<file path="config.mk">
export PLATFORM = sky130hd
export DESIGN_NAME = input_debounce
export DESIGN_NICKNAME = d
export VERILOG_FILES = /design/src/rtl/input_debounce.sv
export SDC_FILE = /design/constraint.sdc
export NUM_CORES = 1
export LEC_CHECK = 0
export ABC_AREA = 1
export BUFFER_PORTS_ARGS = -buffer_cell sky130_fd_sc_hd__buf_2
export CAP_MARGIN = 10
export CORE_MARGIN = 3
export CORE_UTILIZATION = 60
export DETAILED_ROUTE_END_ITERATION = 6
export PLACE_DENSITY = 0.85
export SLEW_MARGIN = 20
export SYNTH_ARGS = -nofsm -noshare
export SYNTH_HDL_FRONTEND = slang
export SYNTH_SLANG_ARGS = --single-unit
</file>
<file path="constraint.sdc">
create_clock -name clk_100 -period 2.23 [get_ports clk_100]
set_input_delay 0.446 -clock clk_100 [delete_from_list [all_inputs] [get_ports clk_100]]
set_output_delay 0.446 -clock clk_100 [all_outputs]
set_load 0.01 [all_outputs]
</file>
<file path="src/rtl/input_debounce.sv">
// Per-channel input debouncer: 2-flop synchronizer, saturating stability counter,
// registered level output plus one-cycle rise/fall pulses and a combined event flag.
module input_debounce #(
    parameter int unsigned WIDTH           = 8,
    parameter int unsigned DEBOUNCE_CYCLES = 1_000_000
) (
    input  logic             clk_100,
    input  logic             reset,
    input  logic [WIDTH-1:0] din,
    output logic [WIDTH-1:0] q,
    output logic [WIDTH-1:0] rise,
    output logic [WIDTH-1:0] fall,
    output logic             any_event
);

    localparam int unsigned CntW = ($clog2(DEBOUNCE_CYCLES) > 0) ? $clog2(DEBOUNCE_CYCLES) : 1;
    localparam logic [CntW-1:0] CntMax = CntW'(DEBOUNCE_CYCLES - 1);
    localparam logic [CntW-1:0] CntOne = CntW'(1);

    logic [WIDTH-1:0] s1_q, s2_q;
    logic [WIDTH-1:0] level_q, level_d;
    logic [WIDTH-1:0] rise_q, rise_d;
    logic [WIDTH-1:0] fall_q, fall_d;
    logic             any_q, any_d;
    logic [CntW-1:0]  cnt_q [WIDTH];
    logic [CntW-1:0]  cnt_d [WIDTH];

    // A channel's counter only runs while the synchronized input disagrees with
    // the debounced level; any agreement restarts the whole window.
    always_comb begin
        level_d = level_q;
        rise_d  = '0;
        fall_d  = '0;
        for (int i = 0; i < WIDTH; i++) begin
            cnt_d[i] = '0;
            if (s2_q[i] != level_q[i]) begin
                if (cnt_q[i] == CntMax) begin
                    level_d[i] = s2_q[i];
                    rise_d[i]  = s2_q[i];
                    fall_d[i]  = ~s2_q[i];
                end else begin
                    cnt_d[i] = cnt_q[i] + CntOne;
                end
            end
        end
        any_d = |{rise_d, fall_d};
    end

    always_ff @(posedge clk_100) begin
        if (reset) begin
            s1_q    <= '0;
            s2_q    <= '0;
            level_q <= '0;
            rise_q  <= '0;
            fall_q  <= '0;
            any_q   <= 1'b0;
            for (int i = 0; i < WIDTH; i++) begin
                cnt_q[i] <= '0;
            end
        end else begin
            s1_q    <= din;
            s2_q    <= s1_q;
            level_q <= level_d;
            rise_q  <= rise_d;
            fall_q  <= fall_d;
            any_q   <= any_d;
            for (int i = 0; i < WIDTH; i++) begin
                cnt_q[i] <= cnt_d[i];
            end
        end
    end

    assign q         = level_q;
    assign rise      = rise_q;
    assign fall      = fall_q;
    assign any_event = any_q;

endmodule

</file>
==> metrics.txt <==
outcome=completed; CTS clk-pin slew, worst paths=0.06 ns; Total Power=7.256 mW; Leakage=3.874 nW; CP required=2.59 ns; cells along the critical path=ha_1 > nand2_1 > nor2_1 > nand3_1 > nor2_1 > a21oi_1 > o21ai_1 > buf_4 > nor3b_1; Tmin final=1.889 ns; cts bufs inserted=21; area occupied by multi-input gates=4307 sq um; Post-synth EDFFs=0; crit-path most repeated cell=nor2_1; Final Skew=0.009796 ns; final setup margin=0.3406 ns; RSZ-0062 raised after global routing=no; DRT Pass-1 Iters=5; clock sink total=201; share of post-route cells with drive strength above 1=0.1285; share of the synthesized area in the top cell type=0.4421; total track usage=0.2218; grt ovf=0; Worst VDD drop=705.3 uV; Async SR Flop Fraction=0; Die Y-Extent=129.2 microns; part of the Yosys area used for sequential elements=0.4421; Root Buffer=clkbuf_16; area grow syn2layout=11.82%; Core Box Area=14700 sq um; Hold Violations, Final=0; Ant. Diodes=0; Critical Path AT=2.25 ns; row cnt=44; initial core utilization=0.6192; Post-Route WL=18330 microns; vias post-DR=7744; CP max stage delay=0.35 ns; Hold Path Class=primary input to flop; 1st-iter DRT viols=567; width of the die=129.2 microns; vias in the first global route=7222; CP Class=flop to flop; Max H-tree Level=1; PortBufs=34; fin crit share=0.8473; CTS tree=built; Yosys top cell by area=dfxtp_1; Slew headroom=0.3284; Power Dens Cells=713.0 nW/um^2; Mapped Avg Cell Area=7.264 sq um; WL/cell=12.23 microns; FILL cells=1148; final setup violation count=0; DRC Markers=0; design area=10180 sq um; most frequent cell after synthesis=nor2_1; # IOs=35; gpl congestion=0.8602; clk_lat worst skew=0.49 ns; Max Root-Sink Buffers=3; setup slack after placement=0.3950 ns; synth top area cells=dfxtp_1, nor2_1, nand2_1, inv_1, nand3_1; CP max-delay cell=dfxtp_1; nets=1319; Distinct cells, synth=44; Max-Cap Viols=0; Resized cells post-CTS=0; CP max FO=20; Reg area=4024 sq um; synth cell count leaders=nor2_1, nand2_1, dfxtp_1; first-pass GRT wire length=31570 microns; Worst setup EP type=flop; die area=16680 sq um; f_max=529.3 MHz; HPWL after detailed placement=12730 microns; Setup Fix Bufs, Post-CTS=0; Seq cells post-synth=201; Cell Area, Placed=9467 sq um; initial antenna violation count=0; Worst Max-Slew Pin Slew=1.003 ns; final core occ=0.6924; drt via density=5.166; post-synthesis cell count=1253; Synth Cell Area=9101 sq um; Pins Over Slew Limit=0; Detail Route Antenna Nets=0; crit start category=flop; Warnings, synthesis=0; cts-stage hold buffer count=0; Post-Syn Nets=1271; Synth Flop Type=dfxtp_1; largest net degree at the start of global routing=29; Post-Route Setup TNS=0 ns
-- per-stage QoR --
step           cells  hold slack (ns)
2_1_floorplan   1253           0.3883
3_3_place_gp    1462           0.3902
3_5_place_dp    1462           0.3991
4_1_cts         1499           0.1447
5_1_grt         1499           0.1601
6_report        1499           0.1612
-- registers in the layout, summed over array words and instances, names as in the netlist --
| register | cells |
|---|---|
| s1_q | 8 |
| rise | 8 |
| cnt_q | 160 |
| s2_q | 8 |
| any_event | 1 |
| q | 8 |
| fall | 8 |
-- where the power goes --
| part | internal, mW | switching, mW | total, mW | leakage, nW |
|---|---|---|---|---|
| clock | 2.19 | 1.35 | 3.55 | 0.351 |
| combinational | 0.0273 | 0.0630 | 0.0903 | 1.90 |
| sequential | 3.61 | 0.0106 | 3.62 | 1.62 |
-- per-layer routing --
metal  up-vias  wire length [microns]  global-route usage  part of all wire
li1       4054                      -                   -                 -
met1      3495                   8438              0.2894              0.46
met2       158                   8754              0.3860              0.48
met3        37                    685             0.03092             0.037
met4         0                    450             0.06115             0.025
met5         -                      0                   0                 0
-- worst max-delay path, delay by kind of cell (launching register included) --
family          cells  cell delay, ns
compound gates      2            0.23
flops               1            0.35
simple gates        5            0.75
fa+ha+maj           1            0.18
buf+inv             1            0.27
-- final cells by class --
class,instances,area share
Timing Repair Buffer,42,0.02262
Multi-Input combinational cell,855,0.4232
Clock buffer,33,0.06295
Clock inverter,4,0.006885
Tap cell,184,0.02262
Sequential cell,201,0.3954
Inverter,180,0.06639
-- cell families (layout without fill, tap and decap cells) --
logic type,Yosys count,count (layout),synth area share
flip-flops,201,201,0.4421
AND/OR/NAND/NOR,690,690,0.3518
XOR/XNOR,45,45,0.04331
buffers and inverters,197,259,0.08468
adder cells (fa/ha/maj),8,8,0.01100
AO/OA/AOI/OAI,112,112,0.06709
-- placed cells by master (no fill, tap or decap), types with 4 or more instances in the layout --
cell	n
nor2_2	22
inv_2	19
nor3_1	50
clkbuf_1	5
a21oi_1	64
nand3_1	74
nor3b_1	12
or2_2	15
o21ai_1	6
clkbuf_8	7
nand3_2	5
nor2_1	225
nand4_1	25
inv_1	159
buf_4	8
dfxtp_1	201
nor3_2	8
ha_1	8
o21ai_0	24
nand2_1	217
xnor2_1	14
nand2_2	12
nor2_4	6
o21bai_1	4
clkbuf_16	21
xor2_1	31
nor4_1	4
buf_2	34
-- worst paths after layout --
path           startpoint           end  slack [ns]  cells past startpoint
max          cnt_q[0][20]  cnt_q[0][22]        0.34                      9
min                din[1]       s1_q[1]        0.16                      3
max reg2reg  cnt_q[0][20]  cnt_q[0][22]        0.34                      9
min reg2reg       s1_q[2]       s2_q[2]        0.41                      2
Note: power is estimated with default switching activity, not from simulation.
